File: config.mk
export PLATFORM = sky130hd
export DESIGN_NAME = issue_queue_flat
export DESIGN_NICKNAME = d
export VERILOG_FILES = /design/src/rtl/issue_queue_if.sv /design/src/rtl/issue_queue.sv /design/src/flat_wrapper.sv
export SDC_FILE = /design/constraint.sdc
export NUM_CORES = 2
export LEC_CHECK = 0
export ABC_AREA = 0
export ABC_CLOCK_PERIOD_IN_PS = 15600
export BUFFER_PORTS_ARGS = -buffer_cell sky130_fd_sc_hd__buf_2
export CORE_UTILIZATION = 62
export CTS_CLUSTER_SIZE = 8
export DETAILED_ROUTE_END_ITERATION = 6
export GPL_TIMING_DRIVEN = 0
export MAX_ROUTING_LAYER = met4
export PLACE_DENSITY = 0.81
export SLEW_MARGIN = 40
export SYNTH_ARGS = -nofsm -noshare
export SYNTH_HDL_FRONTEND = slang
export SYNTH_SLANG_ARGS = --single-unit
File: constraint.sdc
create_clock -name clk -period 15.6 [get_ports clk]
set_clock_uncertainty 0.1 [all_clocks]
set_input_delay 0.78 -clock clk [delete_from_list [all_inputs] [get_ports clk]]
set_output_delay 0.78 -clock clk [all_outputs]
set_load 0.05 [all_outputs]
File: src/rtl/issue_queue_if.sv
// Issue queue handshake bundle: 2-wide push from fetch/predecode, two issue
// slots towards iduc/idup, control strobes and performance counters.
// master = fetch/control side, slave = the queue itself.
interface issue_queue_if #(
  parameter int DATA_W = 99
);
  logic [1:0]          push_num;
  logic [2*DATA_W-1:0] push_data;
  logic [2*19-1:0]     push_meta;
  logic                push_ready;
  logic                stall;
  logic                flush;
  logic                refetch_clr;
  logic                out_valid_1;
  logic [DATA_W-1:0]   out_data_1;
  logic                out_in_ds_1;
  logic                out_valid_2;
  logic [DATA_W-1:0]   out_data_2;
  logic                out_in_ds_2;
  logic                out_refetch;
  logic [31:0]         perf_single_cnt;
  logic [31:0]         perf_dual_cnt;
  logic [31:0]         perf_empty_cnt;

  modport master (
    output push_num, push_data, push_meta, stall, flush, refetch_clr,
    input  push_ready, out_valid_1, out_data_1, out_in_ds_1,
           out_valid_2, out_data_2, out_in_ds_2, out_refetch,
           perf_single_cnt, perf_dual_cnt, perf_empty_cnt
  );

  modport slave (
    input  push_num, push_data, push_meta, stall, flush, refetch_clr,
    output push_ready, out_valid_1, out_data_1, out_in_ds_1,
           out_valid_2, out_data_2, out_in_ds_2, out_refetch,
           perf_single_cnt, perf_dual_cnt, perf_empty_cnt
  );
endinterface

File: src/rtl/issue_queue.sv
// Circular instruction buffer between fetch/predecode and the two decode pipes.
// 2-wide push, 0/1/2-wide in-order issue. Pairing, delay-slot and TLB refetch
// decisions come from per-entry predecoded metadata stored beside the payload.
// Meta layout per lane: [18]jmp [17]solo [16]serial [15]w_ena [14:10]w_dst
// [9:5]rs [4:0]rt.
// Optional build macro ISSUE_PERF_EN enables the three 32-bit perf counters;
// without it the counter ports read zero and no counter flops exist.
module issue_queue #(
  parameter int DATA_W     = 99,
  parameter int DEPTH      = 16,
  parameter int DUAL_ISSUE = 1
) (
  input logic          clk,
  input logic          rst,
  issue_queue_if.slave bus
);
  localparam int   AW      = $clog2(DEPTH);
  localparam int   CW      = AW + 1;
  localparam int   MW      = 19;
  localparam logic DUAL_EN = (DUAL_ISSUE != 0);

  logic [DATA_W-1:0] data_mem [DEPTH];
  logic [MW-1:0]     meta_mem [DEPTH];

  logic [AW-1:0] rd_ptr;
  logic [AW-1:0] wr_ptr;
  logic [AW-1:0] rd_ptr_1;
  logic [AW-1:0] wr_ptr_1;
  logic [CW-1:0] count;
  logic          in_ds;
  logic          refetch;

  logic [MW-1:0] meta_h0;
  logic [MW-1:0] meta_h1;
  logic          push_ready;
  logic [1:0]    push_n;
  logic [1:0]    pop_n;
  logic          raw;
  logic          valid_1;
  logic          valid_2;
  logic          jmp_h0;
  logic          serial_h0;
  logic          serial_h1;

  assign rd_ptr_1 = rd_ptr + AW'(1);
  assign wr_ptr_1 = wr_ptr + AW'(1);

  assign push_ready = (count <= CW'(DEPTH - 2));

  // A value of 3 on push_num is treated as no push; flush discards the push.
  assign push_n = (bus.flush || !push_ready || bus.push_num == 2'd3) ? 2'd0 : bus.push_num;

  assign meta_h0   = meta_mem[rd_ptr];
  assign meta_h1   = meta_mem[rd_ptr_1];
  assign jmp_h0    = meta_h0[18];
  assign serial_h0 = meta_h0[16];
  assign serial_h1 = meta_h1[16];

  // Read-after-write between the pair; register 0 never creates a hazard.
  assign raw = meta_h0[15] &
               (((meta_h0[14:10] == meta_h1[9:5]) && (meta_h1[9:5] != 5'd0)) ||
                ((meta_h0[14:10] == meta_h1[4:0]) && (meta_h1[4:0] != 5'd0)));

  assign valid_1 = !bus.stall && !bus.flush && (count != '0);
  assign valid_2 = valid_1 && DUAL_EN && (count >= CW'(2)) && !in_ds && !raw &&
                   !meta_h1[18] && !meta_h1[17] && !serial_h0 && !serial_h1;

  assign pop_n = {1'b0, valid_1} + {1'b0, valid_2};

  assign bus.push_ready  = push_ready;
  assign bus.out_valid_1 = valid_1;
  assign bus.out_data_1  = data_mem[rd_ptr];
  assign bus.out_in_ds_1 = in_ds;
  assign bus.out_valid_2 = valid_2;
  assign bus.out_data_2  = data_mem[rd_ptr_1];
  assign bus.out_in_ds_2 = jmp_h0 && valid_2;
  assign bus.out_refetch = refetch;

  // Payload and metadata storage; lane0 is the older entry and lands first.
  always_ff @(posedge clk) begin
    if (push_n != 2'd0) begin
      data_mem[wr_ptr] <= bus.push_data[DATA_W-1:0];
      meta_mem[wr_ptr] <= bus.push_meta[MW-1:0];
    end
    if (push_n == 2'd2) begin
      data_mem[wr_ptr_1] <= bus.push_data[2*DATA_W-1:DATA_W];
      meta_mem[wr_ptr_1] <= bus.push_meta[2*MW-1:MW];
    end
  end

  // Pointers, occupancy, delay-slot and refetch tracking. Flush wins over
  // push/pop but leaves the refetch tag alone; a jump issued alone keeps its
  // delay-slot flag across stalls and empty bubbles.
  always_ff @(posedge clk) begin
    if (rst) begin
      count   <= '0;
      rd_ptr  <= '0;
      wr_ptr  <= '0;
      in_ds   <= 1'b0;
      refetch <= 1'b0;
    end else begin
      if (bus.flush) begin
        count  <= '0;
        rd_ptr <= wr_ptr;
        in_ds  <= 1'b0;
      end else begin
        count  <= count + CW'(push_n) - CW'(pop_n);
        rd_ptr <= rd_ptr + AW'(pop_n);
        wr_ptr <= wr_ptr + AW'(push_n);
        if (valid_1) in_ds <= jmp_h0 && !valid_2;
      end
      refetch <= (valid_1 && serial_h0) || (valid_2 && serial_h1) ||
                 (refetch && !bus.refetch_clr);
    end
  end

`ifdef ISSUE_PERF_EN
  logic [31:0] single_cnt;
  logic [31:0] dual_cnt;
  logic [31:0] empty_cnt;

  // Issue-width and idle statistics, free-running with natural wrap.
  always_ff @(posedge clk) begin
    if (rst) begin
      single_cnt <= '0;
      dual_cnt   <= '0;
      empty_cnt  <= '0;
    end else begin
      if (valid_1 && !valid_2)             single_cnt <= single_cnt + 32'd1;
      if (valid_2)                         dual_cnt   <= dual_cnt + 32'd1;
      if (!bus.stall && (count == '0))     empty_cnt  <= empty_cnt + 32'd1;
    end
  end

  assign bus.perf_single_cnt = single_cnt;
  assign bus.perf_dual_cnt   = dual_cnt;
  assign bus.perf_empty_cnt  = empty_cnt;
`else
  assign bus.perf_single_cnt = 32'h0;
  assign bus.perf_dual_cnt   = 32'h0;
  assign bus.perf_empty_cnt  = 32'h0;
`endif

endmodule

File: src/flat_wrapper.sv
// flat-port wrapper written by rule: the top's interface ports become plain ports
module issue_queue_flat 
#(
  parameter int DATA_W     = 99,
  parameter int DEPTH      = 16,
  parameter int DUAL_ISSUE = 1
)
  (clk, rst, bus_push_num, bus_push_data, bus_push_meta, bus_stall, bus_flush, bus_refetch_clr, bus_push_ready, bus_out_valid_1, bus_out_data_1, bus_out_in_ds_1, bus_out_valid_2, bus_out_data_2, bus_out_in_ds_2, bus_out_refetch, bus_perf_single_cnt, bus_perf_dual_cnt, bus_perf_empty_cnt);
  issue_queue_if #(.DATA_W(DATA_W)) bus_i ();
  input logic clk;
  input logic rst;
  input wire logic [$bits(bus_i.push_num)-1:0] bus_push_num;
  input wire logic [$bits(bus_i.push_data)-1:0] bus_push_data;
  input wire logic [$bits(bus_i.push_meta)-1:0] bus_push_meta;
  input wire logic [$bits(bus_i.stall)-1:0] bus_stall;
  input wire logic [$bits(bus_i.flush)-1:0] bus_flush;
  input wire logic [$bits(bus_i.refetch_clr)-1:0] bus_refetch_clr;
  output wire logic [$bits(bus_i.push_ready)-1:0] bus_push_ready;
  output wire logic [$bits(bus_i.out_valid_1)-1:0] bus_out_valid_1;
  output wire logic [$bits(bus_i.out_data_1)-1:0] bus_out_data_1;
  output wire logic [$bits(bus_i.out_in_ds_1)-1:0] bus_out_in_ds_1;
  output wire logic [$bits(bus_i.out_valid_2)-1:0] bus_out_valid_2;
  output wire logic [$bits(bus_i.out_data_2)-1:0] bus_out_data_2;
  output wire logic [$bits(bus_i.out_in_ds_2)-1:0] bus_out_in_ds_2;
  output wire logic [$bits(bus_i.out_refetch)-1:0] bus_out_refetch;
  output wire logic [$bits(bus_i.perf_single_cnt)-1:0] bus_perf_single_cnt;
  output wire logic [$bits(bus_i.perf_dual_cnt)-1:0] bus_perf_dual_cnt;
  output wire logic [$bits(bus_i.perf_empty_cnt)-1:0] bus_perf_empty_cnt;
  assign bus_i.push_num = bus_push_num;
  assign bus_i.push_data = bus_push_data;
  assign bus_i.push_meta = bus_push_meta;
  assign bus_i.stall = bus_stall;
  assign bus_i.flush = bus_flush;
  assign bus_i.refetch_clr = bus_refetch_clr;
  assign bus_push_ready = bus_i.push_ready;
  assign bus_out_valid_1 = bus_i.out_valid_1;
  assign bus_out_data_1 = bus_i.out_data_1;
  assign bus_out_in_ds_1 = bus_i.out_in_ds_1;
  assign bus_out_valid_2 = bus_i.out_valid_2;
  assign bus_out_data_2 = bus_i.out_data_2;
  assign bus_out_in_ds_2 = bus_i.out_in_ds_2;
  assign bus_out_refetch = bus_i.out_refetch;
  assign bus_perf_single_cnt = bus_i.perf_single_cnt;
  assign bus_perf_dual_cnt = bus_i.perf_dual_cnt;
  assign bus_perf_empty_cnt = bus_i.perf_empty_cnt;
  issue_queue #(.DATA_W(DATA_W), .DEPTH(DEPTH), .DUAL_ISSUE(DUAL_ISSUE)) u_core (.clk(clk), .rst(rst), .bus(bus_i));
endmodule
---- Yosys cells after proc, flatten, opt, wreduce, memory -nomap -nowiden ----
Memory sizes are Yosys's and may differ from the RTL's. A register that Yosys moved wholly into a read port is not among the register bits.
Cells that the tools add are included.
cells by class
  $add $sub $neg .......................... 7
  order comparisons ....................... 2
  eq/ne operators ......................... 4
  muxes and demuxes ....................... 8
  bitwise logic cells ..................... 1
  reduce and logical (&&, ||, !) cells .... 37
operators with widths
  cell                   number
  $logic_and A1 B1 Y1    16
  $reduce_bool A5 Y1     3
  $mux W4                3
  $logic_not A1 Y1       11
  $eq A5 B5 Y1           2
  $add A4 B1 Y4 const B  2
  $add A4 B2 Y4          2
  $add A5 B2 Y5          1
  $ge A5 B2 Y1 const B   1
  $le A5 B4 Y1 const B   1
  $logic_or A1 B1 Y1     5
  $sub A5 B2 Y5          1
  $eq A2 B2 Y1 const B   2
  $mux W1                4
  $add A1 B1 Y2          1
  $mux W2                1
  $reduce_bool A2 Y1     1
  $reduce_or A2 Y1       1
  $and A1 B1 Y1          1
storage, ports and cells
  register bits after elaboration ......... 15
  memory bits (writable) .................. 1,888
  memories ................................ 2
memories
  name             words  bits a word  read ports  clocked after Yosys merged registers in  wr ports  line               RTL
  u_core.data_mem  16     99           2           1                                        2         issue_queue.sv:22  logic [DATA_W-1:0] data_mem [DEPTH];
  u_core.meta_mem  16     19           2           1                                        2         issue_queue.sv:23  logic [MW-1:0] meta_mem [DEPTH];

---- Depth between registers and ports, before layout ----
An unclocked memory read counts as a cell.
  depth in word-level cells ............... 16
  mapped depth ............................ 23

---- Worst setup path before layout ----
Ideal clock, no wire load.
  path type ............................... input -> register
  start point ............................. in bus_flush
  end point ............................... mem u_core.data_mem[2][0] (enable)
  arrival time ............................ 10.310 ns
  data required time ...................... 14.742 ns
  path slack .............................. 4.432 ns
  stages on the path ...................... 5
  path buffers ............................ 1
  cells stage by stage .................... clkbuf_1 nor4_1 nor2_1 or3_1 o21ai_0
RTL lines
  element             line                RTL
  start: declaration  flat_wrapper.sv:16  input wire logic [$bits(bus_i.flush)-1:0] bus_flush;
  end: declaration    issue_queue.sv:22

==> results.yml <==
drt:
  ant_nets: 0
  wire_per_inst_um: 41.1
  drc: 1
  viasPerCell: 7.65
  first_iter_violations: 12988
  vias: 72782
  first_pass_iters: 7
  routed_wl_um: 391000
setup_path:
  r2r_slack_ns: 9.52
  cp.arrival_ns: 6.09
  cp_cell_sequence: "buf_6 > buf_4 > buf_4 > buf_4 > buf_2 > buf_2 > buf_1 > mux4_2 > mux4_2 > buf_2"
  critPathKind: "flop to output port"
  end_kind: "output port"
  slowest_delay_ns: 0.77
  start_kind: "flop"
  crit_fanout: 12
  critPathRequiredTime_ns: 14.72
  crit_slowest_cell: "buf_1"
synthesis:
  ys.flop_type: "edfxtp_1"
  synth.area.top_cells: "edfxtp_1 (53%), mux4_2 (22%), mux2_2 (20%)"
  yosysWarnings: 0
  synth_cell_types: 53
  yosysTopAreaCellShare_pct: 52.6
  ys_ff_latch: 1903
  synth-seq-area-share_pct: 52.8
  async_flop_share_pct: 0
  syn_avg_cell_area_sq_um: 18.1
  synth_edf_count: 1888
  yosysTopAreaCell: "edfxtp_1"
  syn_inst: 5961
  synth_area_sq_um: 108000
power:
  power_frac_comb_pct: 16.9
  power_frac_clock_pct: 40.7
  p_sw_uw: 3630
  leakage_uw: 0.0419
  power_frac_seq_pct: 42.4
  p_per_area_nw_per_um2: 108
  p_int_uw: 9910
  sw_frac_of_total_pct: 26.8
  vdd_drop_max_uv: 135
layout:
  fin_area_sq_um: 126000
  nets: 7310
  fin_util_pct: 73.0
  syn2layout_area_growth_pct: 16.6
  final_common_cell: "mux2_2"
  fin_cells: 9510
  drive_gt1_share_pct: 63.7
  final_cell_mix: "mux2_2 (1892), edfxtp_1 (1888), mux4_2 (1060)"
  fillCellCount: 10306
clock_tree:
  cts.repair.resized: 0
  clock_latency_ns: 0.96
  post_cts_buffers: 0
  clockBufferDepth: 4
  h-tree-depth: 5
  cts_tree: "built"
  cts_root_buf: "clkbuf_16"
  cts_hold_buf: 0
  numClockSinks: 1903
  cts_inserted_buffers: 288
  clk_transition_reported_paths_ns: 0.05
timing:
  drv_slew: 0
  min_period_ns: 6.97
  slew_headroom_pct: 34.3
  setup_violations: 0
  timing.fmax_ghz: 0.143
  worstMarginPinSlew_ns: 0.985
  hold_viol: 0
  rsz0062_at_grt: "false"
  fin_crit_sh_pct: 44.7
  final.setup.tns_ns: 0
floorplanning:
  start_util_pct: 62.6
  die_h_um: 419
  die_w_um: 419
  core_area_sq_um: 172000
  fp.dieArea_sq_um: 176000
  rows: 152
  ioPinCount: 543
global_route:
  grt_pass1_wl_um: 537000
  globalRouteOverflowTotal: 0
  antenna_found_initial: 110
  grt_util_all_layers_pct: 45.7
  grt_max_degree: 23
  grt_pass1_vias: 72513
run:
  max_cap_viol_count: 0
min_path:
  hold_class: "input port to flop"
placement:
  dp.cells: 9067
  portBuffers: 445
  gp_congestion: 0.922
  place_area_sq_um: 118000
  dp_hpwl_um: 265000
run_status:
  violations: "DRC"
  status: "complete, but fails checks"
-- cell families (layout without fill, tap and decap cells) --
group / after synthesis / after routing / share of synthesized area (%)
AOI/OAI and AO/OA: 75 / 75 / 0.433
xor gates and xnor gates: 17 / 17 / 0.152
buffers and inverters: 821 / 1836 / 3.49
DFF: 1903 / 1903 / 52.8
other: 1 / 225 / 0.00348
adders and majority gates: 20 / 20 / 0.260
and+or+nand+nor: 147 / 147 / 0.712
muxes: 2977 / 2977 / 42.1
-- power groups by stage --
stage | Sequential, uW | Combinational (uW) | Clock, uW
after detailed placement | 5830 | 2220 | 0
after global routing | 5740 | 2340 | 5640
after CTS | 5740 | 2240 | 5450
final | 5740 | 2290 | 5500
after global placement | 5890 | 2130 | 0
after floorplan | 5850 | 1500 | 0
-- layout make-up --
cell class | count | area, sq um | area share [%]
sequential | 1903 | 57000 | 45.3
multi-input combinational | 3332 | 47700 | 37.9
clock buffer | 309 | 7410 | 5.89
timing repair buffer | 701 | 6410 | 5.10
buffer | 797 | 3960 | 3.15
tap | 2310 | 2890 | 2.30
antenna | 129 | 323 | 0.257
inverter | 24 | 90.1 | 0.0716
clock inverter | 5 | 42.5 | 0.0338
-- critical path, delay by kind of cell (launching register included) --
family / cells / cell delay [ns]
buffers and inverters: 8 / 3.46
DFF: 1 / 0.65
muxes: 2 / 1.01
-- per-layer routing --
metal / GRT usage, % / up-vias / wire length, um
met5: - / - / 0
met4: 36.6 / 0 / 36600
met1: 53.9 / 36528 / 122000
met3: 15.1 / 1863 / 57400
li1: - / 26912 / -
met2: 64.5 / 7479 / 175000
-- final timing paths --
| kind | from | to | cells after the start |
|---|---|---|---|
| setup / recovery | u_core.rd_ptr[0]$_SDFF_PP0_ | bus_out_data_1[39] | 10 |
| hold / removal | bus_refetch_clr | u_core.bus.out_refetch$_SDFF_PP0_ | 4 |
| setup reg to reg | u_core.rd_ptr[0]$_SDFF_PP0_ | u_core.rd_ptr[2]$_SDFF_PP0_ | 18 |
| hold reg to reg | u_core.bus.out_refetch$_SDFF_PP0_ | u_core.bus.out_refetch$_SDFF_PP0_ | 3 |
-- Yosys cell counts, types with 2 or more instances --
cell / count
nand3_1: 6
a21oi_1: 31
clkbuf_1: 457
mux2i_1: 15
nand4_1: 3
nor3_1: 28
mux2_2: 1892
ha_1: 16
xor2_1: 3
mux2_1: 10
and3_1: 3
or3_1: 5
and4b_1: 2
nor2_1: 17
nor4b_1: 3
xnor2_1: 12
a211oi_1: 9
mux4_2: 1060
nand2_1: 41
nor2b_1: 5
a22oi_1: 2
a31oi_1: 7
dfxtp_1: 15
buf_6: 6
buf_4: 107
fa_1: 4
inv_1: 22
buf_2: 189
edfxtp_1: 1888
nand2b_1: 5
buf_1: 38
a311oi_1: 2
o21ai_0: 13
nor3b_1: 15
inv_2: 2
nor4_1: 9
a21o_1: 2
and2_1: 2
-- sequential cells by signal, indices dropped and copies added, names as in the netlist --
register / flops
u_core.meta_mem: 304
u_core.bus.out_refetch: 1
u_core.rd_ptr: 4
u_core.bus.out_in_ds_1: 1
u_core.wr_ptr: 4
u_core.data_mem: 1584
u_core.count: 5
-- through the flow --
step           total power, uW  hold slack [ns]  setup WS [ns]
2_1_floorplan             7340            0.443           4.43
3_3_place_gp              8020            0.467          -9.08
3_5_place_dp              8050            0.485           9.61
4_1_cts                  13400           0.0280           8.98
5_1_grt                  13700           0.0947           8.82
6_report                 13500           0.0548           8.63
Power figures use the tool's default switching activity.
